[src/rtl/serial_subtractor.sv]
// rtl/serial_subtractor.sv - bit-serial N-bit subtractor D = X - Y - Bin, LSB first
// One full-subtractor cell per clock; D/Bout/V only update on the completing edge.
module serial_subtractor #(
  parameter int N = 4
) (
  input  logic         clk,
  input  logic         rst_n,
  input  logic         start,
  input  logic         bin,
  input  logic [N-1:0] x,
  input  logic [N-1:0] y,
  output logic         busy,
  output logic         done,
  output logic [N-1:0] d,
  output logic         bout,
  output logic         v
);

  localparam int CW = $clog2(N);

  typedef enum logic [1:0] {IDLE, SHIFT, DONE} state_t;

  state_t         state;
  logic [N-1:0]   xr;
  logic [N-1:0]   yr;
  logic [N-2:0]   dr;
  logic           b;
  logic           xmsb;
  logic           ymsb;
  logic [CW-1:0]  count;

  logic           diff_bit;
  logic           borrow_next;
  logic [N-1:0]   dnew;

  assign diff_bit    = xr[0] ^ yr[0] ^ b;
  assign borrow_next = (~xr[0] & yr[0]) | (~(xr[0] ^ yr[0]) & b);
  assign dnew        = {diff_bit, dr};

  always_ff @(posedge clk or negedge rst_n) begin
    if (!rst_n) begin
      state <= IDLE;
      xr    <= '0;
      yr    <= '0;
      dr    <= '0;
      b     <= 1'b0;
      xmsb  <= 1'b0;
      ymsb  <= 1'b0;
      count <= '0;
      busy  <= 1'b0;
      done  <= 1'b0;
      d     <= '0;
      bout  <= 1'b0;
      v     <= 1'b0;
    end else begin
      case (state)
        IDLE: begin
          if (start) begin
            xr    <= x;
            yr    <= y;
            b     <= bin;
            // Operand sign bits kept aside: xr/yr lose them while shifting.
            xmsb  <= x[N-1];
            ymsb  <= y[N-1];
            count <= '0;
            busy  <= 1'b1;
            state <= SHIFT;
          end
        end
        SHIFT: begin
          xr    <= xr >> 1;
          yr    <= yr >> 1;
          dr    <= dnew[N-1:1];
          b     <= borrow_next;
          count <= count + CW'(1);
          if (count == CW'(N - 1)) begin
            d     <= dnew;
            bout  <= borrow_next;
            v     <= (xmsb != ymsb) && (dnew[N-1] != xmsb);
            done  <= 1'b1;
            state <= DONE;
          end
        end
        DONE: begin
          done  <= 1'b0;
          busy  <= 1'b0;
          state <= IDLE;
        end
        default: begin
          done  <= 1'b0;
          busy  <= 1'b0;
          state <= IDLE;
        end
      endcase
    end
  end

endmodule

[config.mk]
export PLATFORM = sky130hd
export DESIGN_NAME = serial_subtractor
export DESIGN_NICKNAME = d
export VERILOG_FILES = /design/src/rtl/serial_subtractor.sv
export SDC_FILE = /design/constraint.sdc
export NUM_CORES = 1
export LEC_CHECK = 0
export CORE_MARGIN = 5
export CORE_UTILIZATION = 54
export DETAILED_ROUTE_END_ITERATION = 10
export DONT_BUFFER_PORTS = 1
export PLACE_DENSITY = 0.72
export SLEW_MARGIN = 10
export SYNTH_ARGS = -nofsm -noshare
export SYNTH_HDL_FRONTEND = slang
export SYNTH_SLANG_ARGS = --single-unit
export TNS_END_PERCENT = 100
[constraint.sdc]
create_clock -name clk -period 1.4 [get_ports clk]
set_input_delay 0.42 -clock clk [delete_from_list [all_inputs] [get_ports clk]]
set_output_delay 0.42 -clock clk [all_outputs]
set_load 0.02 [all_outputs]
* Word level (Yosys, flattened, before mapping) *
Cells that the tools add are included.

operators by class
  $add $sub $neg = 1
  eq/ne operators = 6
  muxes and demuxes = 15
  bitwise logic cells = 9
  reduce and logical (&&, ||, !) cells = 9

operators with widths
  kind                                                                    count
  4-bit one-hot mux with 2 select lines                                   2
  2-bit AND reduction                                                     6
  4-bit 2-to-1 mux                                                        2
  2-bit one-hot mux with 2 select lines                                   2
  2-bit 2-to-1 mux                                                        3
  1-bit one-hot mux with 2 select lines                                   3
  2-bit != test (second input constant)                                   2
  1-bit inverter                                                          4
  1-bit 2-to-1 mux                                                        3
  2-bit by 1-bit adder with 2-bit output (second input constant)          1
  1-bit AND                                                               2
  2-bit by 1-bit equality test with 1-bit output (second input constant)  1
  2-bit equality test (second input constant)                             1
  2-bit zero test                                                         1
  1-bit != test                                                           2
  2-bit nonzero test                                                      1
  1-bit bitwise XOR                                                       2
  1-bit logical AND                                                       1
  1-bit OR                                                                1

storage, ports and cells
  register bits = 26

* Longest topological paths before layout *
Gate-level depths: netlist of the first run.

  depth in word-level cells = 5
  mapped depth = 5
  mapped depth without buffers = 5

* Worst setup path before layout of the first run *
OpenSTA, ideal clock, no wires.

  path kind = register -> register
  from = reg xr[0]
  to = reg v
  library setup time = 0.131 ns
  arrival time = 1.224 ns
  data required time = 1.269 ns
  path slack = 0.045 ns
  stages on the path, launching flop included = 5
  buffers on the path = 0
  path through = dfrtp_1 -> fa_1 -> nor2b_1 -> a21oi_1 -> o21ai_0

on the way
  longest elaborated chain between the ends = 4

ends and longest elaborated chain
  what                            line  RTL
  from (decl)                     24    logic [N-1:0] xr;
  from (signal assigned)          71    xr <= xr >> 1;
  1-bit bitwise XOR (2 in a row)  36    assign diff_bit = xr[0] ^ yr[0] ^ b;
  named net diff_bit              32    logic diff_bit;
  1-bit != test                   79    v <= (xmsb != ymsb) && (dnew[N-1] != xmsb);
  1-bit logical AND               79
  to (signal assigned)            79
  to (decl)                       16    output logic v

The timed path passes the listed nets, and every way through them passes these cells.
A chain may end at the register's enable or synchronous reset.

* Final worst setup path of the first run *
Same ends and word-level chain as after synthesis.

==> out/summary.txt, run 1 <==
Post-layout min period: 1.45 ns
Net Count, Synth: 118
Worst skew pair latency: 0.33 ns
Core area: 2000 sq um
DR vias/cell: 5.66
CTS tree: done
Power Total: 3150 uW
Clock sink total: 26
Iteration-0 DRC Markers: 31
Clk root buf: clkbuf_4
Crit path launch type: register
Count of cell types in the netlist: 22
Switching share of power: 37.2%
Fin worst setup slack: -0.0455 ns
Post-DP HPWL: 1.64 mm
Top-count cell post-synth: dfrtp_1
# IOs: 20
Clock-pin slew on the worst setup and hold paths: 0.14 ns
Relative slew slack: 79.6%
Power share of the combinational group: 36.2%
Ys async rst share: 100%
Die H: 56.1 um
Run status: complete, but fails checks
Total track usage: 16.3%
First-pass GRT wire length: 3.89 mm
Max IR drop VDD: 1.50 mV
Area leader, netlist: dfrtp_1
Synth area leaders: dfrtp_1 (57%), o21ai_0 (5.2%), nor2b_1 (4.9%)
# H-tree levels: 1
Post-Route WL: 2.28 mm
F_max: 692 MHz
Primary FF master, synth: dfrtp_1
Syn_area_per_cell: 11.1 sq um
Crit Path Class: register to register
Area added between synthesis and finish: 13.8%
Clk buf depth: 2
Crit-path max FO: 4
Chain of cells forming the critical path: fa_1 > nor2b_2 > a21oi_1 > o21ai_1
Pwr/cell area: 2410 nW/um^2
Pre-CTS setup slack: -0.0506 ns
Yosys top cell area share: 56.6%
DRC: 0
Die Area: 3150 sq um
EDFF count, synth: 0
Fin crit share: 103%
Initial core utilization: 57.4%
#FFs+latches synth: 26
Slowest cell on the critical path: fa_1
Worst Path Buf+Inv: 0
IO buf count: 0
Via Count: 793
Routability cong.: 0.745
Register area: 651 sq um
Area of the multi-input gates: 463 sq um
Worst hold slack: 0.208 ns
Layout Skew: 0.00221 ns
Finished Layout Cells: 140
Largest stage delay, worst path: 0.54 ns
Worst Tran Pin Value: 0.305 ns
Register area share after synthesis: 56.6%
Post-placement cell count: 134
Max-Cap Viols: 0
Largest net degree at the start of global routing: 27
Antenna violations before repair: 0
Required @ worst endpoint: 1.63 ns
Mapped Cells: 104
Hold Path Class: primary input to register
Fillers: 155
Row count: 16
Post-layout nets: 128
Slew Viols, Final: 0
CTS Buf Count: 3
Most frequent cells after synthesis: dfrtp_1 (26), nand2_1 (13), o21ai_0 (12)
Die Width: 56.1 um
Leakage power: 0.000616 uW
Drt wl/cell: 16.3 um
Violated checks: setup timing
Final antenna-violating net count: 0
Int Pwr: 1980 uW
Switch Pwr: 1170 uW
Gr ovfl total: 0
RSZ-0062 raised after global routing: true
Power share of the clock group: 16.7%
Final Hold Vio Count: 0
Number of global-route vias before repair: 780
Cell family with most CP delay: adder cells
Synth warn: 0
Sequential share of power: 47.2%
Share of cells above drive strength 1: 21.2%
Final setup fails: 1
Crit path DAT: 1.68 ns
CP endpoint kind: register
Antenna Cells: 0
DR pass1 iterations: 4
TNS Setup: -0.0455 ns
Synthesized cell area: 1150 sq um
worst register-to-register path: cells and delay by family, from the launching register on:
kind	cells	cell delay, ns
flops	1	0.43
simple gates	1	0.18
fa+ha+maj	1	0.54
compound gates	2	0.20
through the flow:
step / utilization [%] / cell area, sq um
after detailed placement: 60.7 / 1210
after floorplan: - / 1150
after CTS: 64.8 / 1300
final: 65.4 / 1310
after global routing: 65.4 / 1310
after global placement: 60.7 / 1210
cell type report:
cell class / instances / area share, %
Timing Repair Buffer: 10 / 6.88
Multi-Input combinational cell: 68 / 35.4
Inverter: 5 / 1.43
Tap cell: 27 / 2.58
Sequential cell: 26 / 49.7
Clock inverter: 1 / 2.29
Clock buffer: 3 / 1.72
path summary, 6_finish.rpt:
path | startpoint | slack, ns | end | cells after the start
min in group asynchronous | rst_n | 0.51 | bout | 2
max reg2reg | xr[0] | -0.05 | v | 4
min | y[3] | 0.21 | yr[3] | 1
max | xr[0] | -0.05 | v | 4
min reg2reg | dr[0] | 0.49 | dr[0] | 2
max in group asynchronous | rst_n | 0.74 | d[2] | 2
power groups by stage:
stage / Sequential (uW) / Combinational (uW) / Clock (uW)
finish: 1490 / 1140 / 525
global route: 1530 / 1310 / 576
CTS: 1480 / 1130 / 534
detailed placement: 1490 / 1090 / 0
global placement: 1470 / 1050 / 0
floorplan: 1410 / 833 / 0
cells in the final DEF (no fill, tap or decap), drive strengths merged, types with 2 or more instances in the layout:
| cell type | synthesis | layout |
|---|---|---|
| a21oi | 9 | 9 |
| a22o | 2 | 2 |
| a22oi | 6 | 6 |
| a2bb2oi | 3 | 3 |
| buf | 3 | 9 |
| clkbuf | 2 | 3 |
| dfrtp | 26 | 26 |
| inv | 5 | 5 |
| mux2 | 6 | 6 |
| nand2 | 13 | 13 |
| nor2b | 9 | 9 |
| o21ai | 12 | 12 |
metal layers:
metal | part of all wire, % | track usage [%] | wire length [um]
met1 | 44 | 21.7 | 997
met2 | 49 | 24.5 | 1120
met3 | 5.0 | 3.48 | 114
met4 | 2.2 | 9.15 | 51
met5 | 0 | 0 | 0
registers in the layout, indices dropped and copies added, names as in the netlist:
register  flops
xmsb          1
ymsb          1
yr            4
state         2
done          1
busy          1
dr            3
b             1
d             4
xr            4
v             1
bout          1
count         2
timing repair:
item | CTS | global route
endpoints found under the setup margin | 1 | 5
hold endpoints to repair | 26 | 0
resized for setup | 3 | 2
hold buffers | 2 | 0
pin swaps | 1 | 0
setup buffers | 0 | 0
logic make-up (layout without fill, tap and decap cells):
| family | Yosys count | after routing | share of synthesized area (%) |
|---|---|---|---|
| AOI/OAI and AO/OA | 33 | 33 | 17.5 |
| adders and majority gates | 2 | 2 | 2.83 |
| muxes | 6 | 6 | 6.53 |
| DFF | 26 | 26 | 56.6 |
| buffers and inverters | 10 | 19 | 4.14 |
| and+or+nand+nor | 27 | 27 | 12.4 |
Note: power is estimated with default switching activity, not from simulation.
==> run 2: changes to the inputs <==
CORE_UTILIZATION = 55   (was 54)
CTS_BUF_LIST = sky130_fd_sc_hd__clkbuf_8   (was default)
PLACE_DENSITY = 0.73   (was 0.72)
==> out/summary.txt, run 2 (synthesis results as in run 1) <==
Via Count: 751 (was 793)
Pre-CTS setup slack: -0.0268 ns (was -0.0506 ns)
Cell family with most CP delay: adder cells (unchanged)
Row count: 16 (unchanged)
CTS Buf Count: 3 (unchanged)
Post-CTS repair timing setup buffer count: 0 (unchanged)
Slowest cell on the critical path: fa_1 (unchanged)
Fin worst setup slack: 0.00666 ns (was -0.0455 ns)
Layout Skew: 0.00234 ns (was 0.00221 ns)
Crit path launch type: register (unchanged)
Iteration-0 DRC Markers: 20 (was 31)
Final antenna-violating net count: 0 (unchanged)
Clock sink total: 26 (unchanged)
Drt wl/cell: 15.3 um (was 16.3 um)
Register-to-Register Path Depth: 4 (unchanged)
Post-placement cell area: 1200 sq um (was 1210 sq um)
Leakage power: 0.000589 uW (was 0.000616 uW)
Clk root buf: clkbuf_8 (was clkbuf_4)
Worst R2R Setup Slack: 0.007 ns (was -0.05 ns)
Worst Tran Pin Value: 0.291 ns (was 0.305 ns)
First-pass GRT wire length: 3.79 mm (was 3.89 mm)
Slew Viols, Final: 0 (unchanged)
Hold Path Class: primary input to register (unchanged)
Number of global-route vias before repair: 782 (was 780)
CTS tree: done (unchanged)
FF-to-FF Start: xr[0] (unchanged)
Power Total: 2950 uW (was 3150 uW)
Antenna Cells: 0 (unchanged)
Crit path DAT: 1.58 ns (was 1.68 ns)
Initial core utilization: 58.0% (was 57.4%)
Worst r2r dst: v (unchanged)
Post-layout nets: 126 (was 128)
Max IR drop VDD: 1.13 mV (was 1.50 mV)
CP endpoint kind: register (unchanged)
Clock-pin slew on the worst setup and hold paths: 0.08 ns (was 0.14 ns)
Gr ovfl total: 0 (unchanged)
RSZ-0062 raised after global routing: true (unchanged)
Total track usage: 15.5% (was 16.3%)
Crit Path Class: register to register (unchanged)
Pwr/cell area: 2320 nW/um^2 (was 2410 nW/um^2)
Die Width: 55.7 um (was 56.1 um)
F_max: 718 MHz (was 692 MHz)
TNS Setup: 0 ns (was -0.0455 ns)
WHS Endpoint: yr[3] (unchanged)
Max-Cap Viols: 0 (unchanged)
Final setup fails: 0 (was 1)
Share of cells above drive strength 1: 18.2% (was 21.2%)
Clk buf depth: 2 (unchanged)
Core area: 1980 sq um (was 2000 sq um)
Final Hold Vio Count: 0 (unchanged)
Worst skew pair latency: 0.26 ns (was 0.33 ns)
Antenna violations before repair: 0 (unchanged)
Run status: complete, no violations (was complete, but fails checks)
IO buf count: 0 (unchanged)
DR vias/cell: 5.48 (was 5.66)
Worst Path Buf+Inv: 0 (unchanged)
Routability cong.: 0.800 (was 0.745)
Commonest non-fill, non-tap cells in the layout: dfrtp_1 (26), nand2_1 (13), o21ai_0 (11), nor2b_1 (9), a21oi_1 (9) (was dfrtp_1 (26), nand2_1 (13), o21ai_0 (11), a21oi_1 (9))
Chain of cells forming the critical path: fa_1 > nor2b_1 > a21oi_1 > o21ai_1 (was fa_1 > nor2b_2 > a21oi_1 > o21ai_1)
Largest net degree at the start of global routing: 27 (unchanged)
Required @ worst endpoint: 1.59 ns (was 1.63 ns)
Largest regs: d: 4 flops, xr: 4 flops, yr: 4 flops (unchanged)
Crit-path max FO: 4 (unchanged)
Relative slew slack: 80.6% (was 79.6%)
# IOs: 20 (unchanged)
Largest stage delay, worst path: 0.60 ns (was 0.54 ns)
Post-Route WL: 2.09 mm (was 2.28 mm)
Die Area: 3110 sq um (was 3150 sq um)
DR pass1 iterations: 4 (unchanged)
Fin area: 1270 sq um (was 1310 sq um)
Hold Crit Start: y[3] (unchanged)
WHS Path Cells: 1 (unchanged)
Fin crit share: 99.5% (was 103%)
# H-tree levels: 1 (unchanged)
Die H: 55.7 um (was 56.1 um)
Post-DP HPWL: 1.51 mm (was 1.64 mm)
DRC: 0 (unchanged)
Area added between synthesis and finish: 10.6% (was 13.8%)
Most common cell after layout, fill and taps aside: dfrtp_1 (unchanged)
Worst hold slack: 0.286 ns (was 0.208 ns)
Post-layout min period: 1.39 ns (was 1.45 ns)
==> run 2: cell count changes in the layout (fill, tap and decap cells not counted), sizes merged <==
cell and change:
bufinv -1, buf -2
==> run 2: final cells by class <==
type | count | area, sq um
sequential | 26 | 651
tap | 27 | 33.8
inverter | 5 | 18.8
timing repair buffer | 8 | 75.1
multi-input combinational | 68 | 452
fill | 155 | 711
clock buffer | 3 | 41.3
==> run 2: metal layers <==
metal,track usage (%),wire length (um),share of wire [%]
met1,20.9,941,45
met4,6.25,0,0
met5,0,0,0
met3,4.18,123,5.9
met2,23.6,1030,49
==> run 2: report_power, final <==
| part | switching [uW] | leakage [uW] | internal (uW) |
|---|---|---|---|
| sequential | 389 | 0.000327 | 1090 |
| clock | 214 | 0.0000216 | 192 |
| combinational | 509 | 0.000240 | 560 |
==> run 2: worst max-delay path by stage <==
| stage | startpoint | to | slack, ns | cells past startpoint |
|---|---|---|---|---|
| detailed placement | yr[0] | v | -0.03 | 5 |
| global route | xr[0] | v | -0.09 | 4 |
| global placement | yr[0] | v | 0.02 | 5 |
| floorplan | xr[0] | v | 0.05 | 4 |
| CTS | xr[0] | v | -0.002 | 4 |
| finish | xr[0] | v | 0.007 | 4 |
==> run 2: what timing repair did <==
item                       in CTS  in global routing
gates resized for setup         3                  0
pin swaps                       2                  0
hold buffers                    2                  0
setup endpoints to repair       1                  1
hold endpoints to repair       26                  0
==> run 2: worst reg2reg max path: stages (launching register included) <==
cell and delay, ns:
dfrtp_1 0.40, fa_1 0.60, nor2b_1 0.15, a21oi_1 0.07, o21ai_1 0.11
==> run 2: stage by stage <==
stage / instances / util, %
after floorplan: 104 / -
after global placement: 132 / 60.5
after detailed placement: 132 / 60.5
after CTS: 137 / 64.1
after global routing: 137 / 64.1
final: 137 / 64.1
